### config.mk
export PLATFORM = sky130hd
export DESIGN_NAME = fetch_unit
export DESIGN_NICKNAME = d
export VERILOG_FILES = /design/src/rtl/fetch_unit.sv
export SDC_FILE = /design/constraint.sdc
export NUM_CORES = 1
export LEC_CHECK = 0
export ABC_AREA = 1
export CAP_MARGIN = 20
export CORE_MARGIN = 2
export CORE_UTILIZATION = 59
export DETAILED_ROUTE_END_ITERATION = 7
export DONT_BUFFER_PORTS = 1
export PLACE_DENSITY = 0.75
export REMOVE_ABC_BUFFERS = 1
export SLEW_MARGIN = 20
export SYNTH_ARGS = -nofsm -noshare
export SYNTH_HDL_FRONTEND = slang
export SYNTH_SLANG_ARGS = --single-unit
### constraint.sdc
create_clock -name clk -period 2.32 [get_ports clk]
set_input_delay 0.58 -clock clk [delete_from_list [all_inputs] [get_ports clk]]
set_output_delay 0.58 -clock clk [all_outputs]
set_load 0.05 [all_outputs]
### src/rtl/fetch_unit.sv
// Instruction fetch stage for the 9-bit processor: owns the PC, drives the synchronous ROM, presents one word per cycle.
// Optional retired-instruction counter enabled by defining FETCH_COUNT_EN; otherwise instr_count is tied to zero.
module fetch_unit #(
  parameter int                   PC_W       = 10,
  parameter int                   INSTR_W    = 9,
  parameter logic [PC_W-1:0]      START_PC   = '0,
  parameter logic [INSTR_W-1:0]   HALT_INSTR = 9'h1FF
) (
  input  logic               clk,
  input  logic               reset,
  input  logic               start,
  input  logic               stall,
  input  logic               branch_taken,
  input  logic [PC_W-1:0]    branch_target,
  output logic [PC_W-1:0]    imem_addr,
  input  logic [INSTR_W-1:0] imem_rdata,
  output logic [INSTR_W-1:0] instr,
  output logic [PC_W-1:0]    instr_pc,
  output logic               instr_valid,
  output logic               done,
  output logic [15:0]        instr_count
);

  typedef enum logic [1:0] {IDLE, RUN, HALT} state_t;

  state_t             state_reg, state_next;
  logic [PC_W-1:0]    fetch_pc_reg, fetch_pc_next;
  logic [PC_W-1:0]    inflight_pc_reg, inflight_pc_next;
  logic               inflight_valid_reg, inflight_valid_next;
  logic [INSTR_W-1:0] instr_reg, instr_next;
  logic [PC_W-1:0]    instr_pc_reg, instr_pc_next;
  logic               instr_valid_reg, instr_valid_next;
  logic               done_reg, done_next;

  logic accept;
  logic is_halt;
  logic redirect;

  // A word retires when it is valid and not held; the halt word wins over a branch.
  assign accept   = instr_valid_reg && !stall;
  assign is_halt  = accept && (instr_reg == HALT_INSTR);
  assign redirect = accept && branch_taken && !is_halt;

  always_comb begin
    state_next          = state_reg;
    fetch_pc_next       = fetch_pc_reg;
    inflight_pc_next    = inflight_pc_reg;
    inflight_valid_next = inflight_valid_reg;
    instr_next          = instr_reg;
    instr_pc_next       = instr_pc_reg;
    instr_valid_next    = instr_valid_reg;
    done_next           = done_reg;
    imem_addr           = START_PC;

    case (state_reg)
      IDLE: begin
        if (start) begin
          state_next          = RUN;
          inflight_pc_next    = START_PC;
          inflight_valid_next = 1'b1;
          fetch_pc_next       = START_PC + 1'b1;
        end
      end

      RUN: begin
        // Re-reading the in-flight address during a stall keeps imem_rdata stable.
        if (stall) begin
          imem_addr = inflight_pc_reg;
        end else if (branch_taken && instr_valid_reg) begin
          imem_addr = branch_target;
        end else begin
          imem_addr = fetch_pc_reg;
        end

        if (!stall) begin
          if (is_halt) begin
            state_next          = HALT;
            done_next           = 1'b1;
            instr_valid_next    = 1'b0;
            inflight_valid_next = 1'b0;
          end else if (redirect) begin
            instr_valid_next    = 1'b0;
            inflight_pc_next    = branch_target;
            inflight_valid_next = 1'b1;
            fetch_pc_next       = branch_target + 1'b1;
          end else begin
            instr_next       = imem_rdata;
            instr_pc_next    = inflight_pc_reg;
            instr_valid_next = inflight_valid_reg;
            inflight_pc_next = fetch_pc_reg;
            fetch_pc_next    = fetch_pc_reg + 1'b1;
          end
        end
      end

      HALT: begin
        if (!start) begin
          state_next = IDLE;
          done_next  = 1'b0;
        end
      end

      default: begin
        state_next = IDLE;
      end
    endcase
  end

  always_ff @(posedge clk) begin
    if (!reset) begin
      state_reg          <= IDLE;
      fetch_pc_reg       <= START_PC;
      inflight_pc_reg    <= START_PC;
      inflight_valid_reg <= 1'b0;
      instr_reg          <= '0;
      instr_pc_reg       <= '0;
      instr_valid_reg    <= 1'b0;
      done_reg           <= 1'b0;
    end else begin
      state_reg          <= state_next;
      fetch_pc_reg       <= fetch_pc_next;
      inflight_pc_reg    <= inflight_pc_next;
      inflight_valid_reg <= inflight_valid_next;
      instr_reg          <= instr_next;
      instr_pc_reg       <= instr_pc_next;
      instr_valid_reg    <= instr_valid_next;
      done_reg           <= done_next;
    end
  end

  assign instr       = instr_reg;
  assign instr_pc    = instr_pc_reg;
  assign instr_valid = instr_valid_reg;
  assign done        = done_reg;

`ifdef FETCH_COUNT_EN
  logic [15:0] count_reg, count_next;

  // Cleared when a run begins, saturating; holds through HALT because nothing is valid there.
  always_comb begin
    count_next = count_reg;
    if (state_reg == IDLE && start) begin
      count_next = '0;
    end else if (accept && count_reg != 16'hFFFF) begin
      count_next = count_reg + 16'd1;
    end
  end

  always_ff @(posedge clk) begin
    if (!reset) begin
      count_reg <= '0;
    end else begin
      count_reg <= count_next;
    end
  end

  assign instr_count = count_reg;
`else
  assign instr_count = 16'h0000;
`endif

endmodule

==> run summary, run 1 <==
Post-CTS Resized -> 0
DR vias/cell -> 5.422
core footprint -> 0.003744 mm²
Final nets -> 388
share of cells above drive strength 1 -> 18.68%
Setup Crit Path Kind -> reg2out
Hold Vio Cnt, Final -> 0
Setup crit start kind -> flop
crit path time final -> 2.208 ns
cell count along the critical path -> 5
slowest CP cell -> dfxtp_1
Clock Skew -> 0.006873 ns
synth-to-layout area growth -> 12.06%
I/O Buffers -> 0
via count -> 2234
Setup crit end kind -> primary output
vias in the first global route -> 1940
Netlist Area Pre-Place -> 0.002355 mm²
Clk Latency, worst-skew pair -> 0.30 ns
GR Overflow Total -> 0
CP required -> 1.74 ns
FF-to-FF path depth -> 14
register area share after synthesis -> 37.41%
buffer and inverter count on the worst path -> 2
number of synthesized register bits -> 44
Antenna diodes -> 0
placer's final routability congestion estimate -> 0.8746
cells along the critical path -> nand2_1 > clkinv_1 > nor2_1 > o31ai_2 > buf_4
Routed WL per cell -> 13.96 µm
CP max FO -> 10
# clock sinks -> 44
warnings from Yosys -> 0
Rel. slew slack -> 53.49%
Post-CTS Repair Setup Buffers -> 0
CTS H-tree depth -> 2
Iteration-0 DRC Markers -> 116
Worst-path clk slew -> 0.08 ns
HPWL Detailed -> 4219 µm
Hold Crit Depth -> 2
Slew Viols, Final -> 0
Final ANT Viol Nets -> 0
final setup violation count -> 0
initial antenna violation count -> 0
clk root buf -> clkbuf_8
Lkg Pwr -> 0.001176 µW
global-route wire length before repair -> 9204 µm
crit path DAT -> 1.63 ns
Worst Tran Pin Value -> 0.6969 ns
Critical Path Max Stage Delay -> 0.34 ns
status -> finished, final reports clean
Post-CTS Hold Fix Bufs -> 0
I/O pin count -> 71
power density cells -> 627.2 mW/mm²
Worst VDD drop -> 0.0002772 V
post-route clock period utilization -> 95.17%
syn_area_per_cell -> 6.845 µm²
DRT Pass-1 Iters -> 5
die area -> 0.004512 mm²
die height -> 67.18 µm
row count -> 22
Pwr Total -> 1655 µW
Synth Instances -> 344
GRT Overall Usage -> 27.57%
final wirelength -> 5752 µm
Setup TNS Final -> 0 ns
clk buf depth -> 2
f_max -> 0.4529 GHz
CTS tree -> built
Die W -> 67.18 µm
MaxCap Viol Count -> 0
Worst Hold Class -> in2reg
RSZ-0062 raised after global routing -> no
largest net degree at the start of global routing -> 25
initial core utilization -> 62.90%
Crit path max-delay family -> buffers and inverters
fillers -> 346
DRC Markers -> 0
CTS buffer count -> 5
Synth cell types -> 33
[cell usage in the layout (no fill, tap or decap), drive strengths merged]
master and n:
nand3 29, a21oi 21, o31ai 10, nand2 67, dfxtp 44, nand4 1
clkbuf 6, inv 20, ha 1, or2 2, a22oi 1, a31oi 1
o21ai 26, nor2 85, bufinv 1, clkinv 2, nor3 2, buf 29
conb 16
[per-stage QoR]
step           hold slack [ns]  cell area, µm²  utilization (%)  cells  setup slack (ns)
3_5_place_dp            0.4600            2531            67.61    404            0.2200
5_1_grt                 0.4060            2639            70.49    412           0.01677
2_1_floorplan           0.4408            2203                -    327           -0.7595
6_report                0.3945            2639            70.49    412            0.1120
3_3_place_gp            0.4574            2531            67.61    404            0.2496
4_1_cts                 0.3757            2639            70.49    412            0.1347
[worst paths after layout]
kind	startpoint	to	slack, ns
worst max-delay path	instr_valid$_SDFFE_PN0P_	imem_addr[1]	0.11
worst min-delay path	reset	fetch_pc_reg[3]$_SDFFE_PN0P_	0.39
worst max register to register	instr[5]$_SDFFE_PN0P_	fetch_pc_reg[8]$_SDFFE_PN0P_	0.44
worst min register to register	inflight_valid_reg$_SDFFE_PN0P_	instr_valid$_SDFFE_PN0P_	0.48
[layer usage]
layer / up-vias / GRT usage, % / wire length (µm)
met5: - / 0 / 0
met4: 0 / 15.05 / 117
met3: 10 / 6.167 / 478
met2: 96 / 44.43 / 2690
met1: 1010 / 34.21 / 2464
li1: 1118 / - / -
[cell families (layout without fill, tap and decap cells)]
group | after synthesis | after routing | synth area share (%)
flip-flops | 44 | 44 | 37.41
other | 1 | 16 | 0.1593
AND/OR/NAND/NOR | 186 | 186 | 35.81
adder cells (fa/ha/maj) | 1 | 1 | 0.5313
AO/OA/AOI/OAI | 59 | 59 | 13.92
buffers and inverters | 53 | 58 | 12.17
[synth_stat cells]
cell type,count,area share (%)
nor2_1,80,13
nand2_1,55,8.8
dfxtp_1,44,37
nand3_1,27,5.7
o21ai_0,22,4.7
a21oi_1,21,4.5
inv_1,18,2.9
buf_4,16,5.1
o31ai_1,10,3.2
nand2_2,9,2.4
clkbuf_1,8,1.3
buf_1,3,0.48
buf_2,3,0.64
nand2_4,3,1.4
o21ai_1,3,0.64
inv_2,2,0.32
nor2_2,2,0.53
nor2_4,2,0.96
nor3_1,2,0.43
a22oi_1,1,0.32
a31oi_1,1,0.27
buf_12,1,0.85
buf_6,1,0.48
clkinv_1,1,0.16
conb_1,1,0.16
ha_1,1,0.53
nand3_2,1,0.43
nand3_4,1,0.74
nand4_1,1,0.27
nor2_8,1,0.85
o21ai_2,1,0.37
or2_0,1,0.27
or2_1,1,0.27
[power breakdown]
group          internal, µW  switching (µW)  leakage [µW]
combinational          51.5             188      0.000763
sequential              782            54.1      0.000358
clock                   320             260     0.0000552
total                  1150             502       0.00118
[cell type report]
| class | count | area [µm²] | share of cell area (%) |
|---|---|---|---|
| timing repair buffer | 29 | 217.7 | 8.250 |
| sequential | 44 | 880.8 | 33.38 |
| clock inverter | 2 | 35.03 | 1.328 |
| clock buffer | 6 | 72.57 | 2.750 |
| tap | 48 | 60.06 | 2.276 |
| multi-input combinational | 262 | 1294 | 49.03 |
| inverter | 21 | 78.83 | 2.987 |
No activity file was read; power rests on OpenSTA's default activity.
==> run 2, diff against run 1 <==
==> constraint.sdc (replaced) <==
create_clock -name clk -period 2.3 [get_ports clk]
set_input_delay 0.575 -clock clk [delete_from_list [all_inputs] [get_ports clk]]
set_output_delay 0.575 -clock clk [all_outputs]
set_load 0.05 [all_outputs]
==> run 2 against run 1 <==
Net effect: sequential power rose by 0.8%; largest power group unchanged; final cell count did not move; final area is 0.62% higher; count of clock-buffer cells in the layout unchanged; clock skew is 0.0018 ns lower; hold slack gained 0.0030 ns.
==> run summary, run 2 (synthesis results as in run 1) <==
status -> finished, final reports clean
Final ANT Viol Nets -> 0
Clock Skew -> 0.005074 ns
initial core utilization -> 62.90%
core footprint -> 0.003744 mm²
CTS tree -> built
RSZ-0062 raised after global routing -> no
Post-Layout Cell Count -> 412
Clk Latency, worst-skew pair -> 0.30 ns
Final Cell Area -> 0.002655 mm²
commonest non-fill, non-tap cell in the layout -> nor2_1
die height -> 67.18 µm
FF-to-FF path depth -> 11
I/O Buffers -> 0
Setup Crit Path Kind -> reg2out
clk buf depth -> 2
CP required -> 1.73 ns
largest net degree at the start of global routing -> 25
vias in the first global route -> 1992
crit path DAT -> 1.60 ns
Routed WL per cell -> 13.83 µm
Reg2Reg Setup Slack -> 0.43 ns
CTS buffer count -> 5
post-route clock period utilization -> 94.41%
initial antenna violation count -> 0
power density cells -> 627.9 mW/mm²
Setup crit start kind -> flop
MaxCap Viol Count -> 0
DRT Pass-1 Iters -> 5
GR Overflow Total -> 0
Multi-input gate area -> 0.001294 mm²
reg2reg end -> fetch_pc_reg[8]$_SDFFE_PN0P_
Worst VDD drop -> 0.0003151 V
I/O pin count -> 71
crit path time final -> 2.171 ns
Setup TNS Final -> 0 ns
hold wc startpoint -> reset
synth-to-layout area growth -> 12.75%
placer's final routability congestion estimate -> 0.8986
Slew Viols, Final -> 0
clk root buf -> clkbuf_8
Final nets -> 388
final wirelength -> 5698 µm
Placed Area -> 0.002544 mm²
Worst-path clk slew -> 0.08 ns
via count -> 2242
Post-CTS Resized -> 0
CTS H-tree depth -> 2
fillers -> 320
DR vias/cell -> 5.442
# clock sinks -> 44
Worst Hold Class -> in2reg
Lkg Pwr -> 0.001178 µW
Antenna diodes -> 0
Hold Vio Cnt, Final -> 0
Setup crit end kind -> primary output
HPWL Detailed -> 4142 µm
Iteration-0 DRC Markers -> 179
GRT Overall Usage -> 27.40%
Die W -> 67.18 µm
Post-CTS Hold Fix Bufs -> 0
CP max FO -> 7
Pwr Total -> 1667 µW
most frequent cells in the layout -> nor2_1, nand2_1, dfxtp_1
final setup violation count -> 0
global-route wire length before repair -> 9328 µm
DRC Markers -> 0
die area -> 0.004512 mm²
Post-CTS Repair Setup Buffers -> 0
row count -> 22
Worst Tran Pin Value -> 0.6754 ns
placed cells -> 404
share of cells above drive strength 1 -> 18.96%
Hold Crit Depth -> 2
f_max -> 0.4605 GHz
worst hold endpoint -> fetch_pc_reg[3]$_SDFFE_PN0P_
Rel. slew slack -> 54.92%
sequential cell area -> 880.8 µm²
reg2reg start -> instr_valid$_SDFFE_PN0P_
run 2: cell count changes in the layout (fill, tap and decap cells not counted), sizes merged:
cell	before	now
clkinv	2	1
clkinvlp	0	1
run 2: metal layers:
metal	GRT usage (%)	wire length, µm
met1	35.25	2297
met2	45.30	2650
met3	6.000	639
met4	9.694	110
met5	0	0
run 2: final cells by class:
type | instances | share of cell area (%)
Clock inverter | 2 | 1.320
Clock buffer | 6 | 2.733
Tap cell | 48 | 2.262
Inverter | 21 | 3.110
Sequential cell | 44 | 33.18
Timing Repair Buffer | 29 | 8.671
Multi-Input combinational cell | 262 | 48.73
run 2: report_power, final:
| part | switching (µW) | leakage (µW) | internal (µW) |
|---|---|---|---|
| Combinational | 192 | 0.000765 | 56.5 |
| Clock | 253 | 0.0000552 | 322 |
| Sequential | 54.3 | 0.000358 | 789 |
| Total | 499 | 0.00118 | 1170 |
run 2: worst max-delay path by stage:
stage / to / slack (ns) / from / cells after the start
finish: imem_addr[1] / 0.13 / state_reg[1]$_SDFFE_PN0P_ / 6
global route: imem_addr[7] / 0.02 / instr_valid$_SDFFE_PN0P_ / 5
CTS: imem_addr[7] / 0.08 / instr_valid$_SDFFE_PN0P_ / 5
detailed placement: imem_addr[7] / 0.16 / branch_taken / 5
global placement: imem_addr[4] / 0.24 / branch_taken / 5
floorplan: imem_addr[0] / -0.77 / instr_valid$_SDFFE_PN0P_ / 4
run 2: stage by stage:
| step | setup WS [ns] | hold slack (ns) | utilization, % |
|---|---|---|---|
| after floorplan | -0.7745 | 0.4408 | - |
| after global placement | 0.2356 | 0.4562 | 67.95 |
| after detailed placement | 0.1599 | 0.4618 | 67.95 |
| after CTS | 0.07580 | 0.3746 | 70.82 |
| after global routing | 0.01750 | 0.3842 | 70.92 |
| final | 0.1286 | 0.3974 | 70.92 |
run 2: worst max-delay path, stage by stage (launching register included):
cell     delay [ns]
dfxtp_1        0.32
inv_1          0.07
nand2_1        0.07
or2_1          0.23
buf_4          0.18
o31ai_2        0.19
buf_4          0.23
==> run 3, diff against run 2 <==
--- a/config.mk
+++ b/config.mk
@@ -9,6 +9,7 @@
 export CAP_MARGIN = 20
 export CORE_MARGIN = 2
 export CORE_UTILIZATION = 59
+export CTS_BUF_LIST = sky130_fd_sc_hd__clkbuf_4 sky130_fd_sc_hd__clkbuf_8 sky130_fd_sc_hd__clkbuf_16
 export DETAILED_ROUTE_END_ITERATION = 7
 export DONT_BUFFER_PORTS = 1
 export PLACE_DENSITY = 0.75
==> run 3 against run 2 <==
Net effect: flip-flop and latch count unchanged; register-to-register slack worse by 0.03 ns; largest cell class unchanged; wire length up 0.60%; die area unchanged; hold slack worse by 0.022 ns.
==> run summary, run 3 (synthesis results as in run 1) <==
Setup Crit Path Kind -> reg2out
power density cells -> 633.7 mW/mm²
I/O Buffers -> 0
Clock Skew -> 0.007028 ns
Rel. slew slack -> 56.39%
MaxCap Viol Count -> 0
most used cell, CP -> buf_4
Clk Latency, worst-skew pair -> 0.30 ns
sequential cell area -> 880.8 µm²
final wirelength -> 5732 µm
Final ANT Viol Nets -> 0
row count -> 22
crit path time final -> 2.183 ns
CP max FO -> 7
HPWL Detailed -> 4142 µm
Slew Viols, Final -> 0
placer's final routability congestion estimate -> 0.8986
via count -> 2243
status -> finished, final reports clean
# clock sinks -> 44
global-route wire length before repair -> 9363 µm
Clk pwr share -> 35.2%
Multi-input gate area -> 0.001294 mm²
Worst Tran Pin Value -> 0.6535 ns
clk buf depth -> 2
Flop pwr share -> 50.1%
pre-CTS setup slack -> 0.1599 ns
Antenna diodes -> 0
worst setup slack after layout -> 0.1165 ns
Setup crit end kind -> primary output
Lkg Pwr -> 0.001181 µW
share of cells above drive strength 1 -> 19.23%
combinational power share -> 14.7%
CTS H-tree depth -> 2
fillers -> 321
Final nets -> 388
Worst Hold Class -> in2reg
Iteration-0 DRC Markers -> 151
Min Hold Slack -> 0.3756 ns
Cell Int Power -> 1180 µW
GR Overflow Total -> 0
Critical Path Max Stage Delay -> 0.32 ns
RSZ-0062 raised after global routing -> no
core footprint -> 0.003744 mm²
Switching Fraction -> 29.98%
commonest non-fill, non-tap cell in the layout -> nor2_1
Util after Layout -> 71.02%
most frequent cells in the layout -> nor2_1, nand2_1, dfxtp_1
DR vias/cell -> 5.444
die area -> 0.004512 mm²
initial antenna violation count -> 0
synth-to-layout area growth -> 12.91%
crit path DAT -> 1.61 ns
Setup crit start kind -> flop
Worst VDD drop -> 0.0003147 V
Pwr Total -> 1685 µW
cells along the critical path -> inv_1 > nand2_1 > or2_1 > buf_4 > o31ai_2 > buf_4
slowest CP cell -> dfxtp_1
vias in the first global route -> 1999
I/O pin count -> 71
Die W -> 67.18 µm
Worst-path clk slew -> 0.08 ns
DRT Pass-1 Iters -> 5
GRT Overall Usage -> 27.50%
CTS tree -> built
final setup violation count -> 0
CTS buffer count -> 5
placed cells -> 404
Routed WL per cell -> 13.91 µm
largest net degree at the start of global routing -> 25
Hold Vio Cnt, Final -> 0
clk root buf -> clkbuf_8
switching pwr -> 505.0 µW
CP required -> 1.73 ns
Post-Layout Cell Count -> 412
post-route clock period utilization -> 94.93%
f_max -> 0.4580 GHz
initial core utilization -> 62.90%
die height -> 67.18 µm
DRC Markers -> 0
[run 3: critical path, delay by kind of cell (launching register included)]
kind                   cells  cell delay [ns]
and+or+nand+nor            2             0.30
buffers and inverters      3             0.49
AOI/OAI and AO/OA          1             0.19
DFF                        1             0.32
[run 3: repair_timing]
item / 4_1_cts / 5_1_grt
endpoints found under the setup margin: 0 / 1
endpoints found under the hold margin: 0 / 0
buffers inserted: 0 / 0
hold buffers: 0 / 0
resized for setup: 0 / 1
[run 3: stage by stage]
stage	instance area (µm²)	setup TNS [ns]
after floorplan	2203	-7.745
after global placement	2544	0
after detailed placement	2544	0
after CTS	2655	0
after global routing	2659	0
final	2659	0
[run 3: routing by layer]
metal / share of wire [%] / GRT usage [%] / up-vias
met2: 47 / 45.54 / 116
li1: - / - / 1117
met3: 10 / 6.000 / 16
met1: 40 / 35.25 / 994
met4: 2.3 / 9.949 / 0
met5: 0 / 0 / -
[run 3: power by group through the flow]
stage          sequential (µW)  clock, µW  combinational (µW)
2_1_floorplan              896          0                 143
3_3_place_gp               861          0                 242
3_5_place_dp               862          0                 245
4_1_cts                    844        600                 247
5_1_grt                    848        634                 269
6_report                   844        593                 248
[run 3: path summary, 6_finish.rpt]
kind,startpoint,to,slack [ns],cells past startpoint
setup / recovery,state_reg[1]$_SDFFE_PN0P_,imem_addr[1],0.12,6
hold / removal,reset,fetch_pc_reg[3]$_SDFFE_PN0P_,0.38,2
setup reg to reg,state_reg[1]$_SDFFE_PN0P_,instr_pc[4]$_SDFFE_PN0P_,0.40,10
hold reg to reg,inflight_valid_reg$_SDFFE_PN0P_,instr_valid$_SDFFE_PN0P_,0.48,2
[run 3: final cells by class]
cell class / count / area share, %
Multi-Input combinational cell: 262 / 48.66
Clock buffer: 6 / 2.871
Clock inverter: 2 / 1.318
Timing Repair Buffer: 29 / 8.659
Sequential cell: 44 / 33.13
Inverter: 21 / 3.106
Tap cell: 48 / 2.259
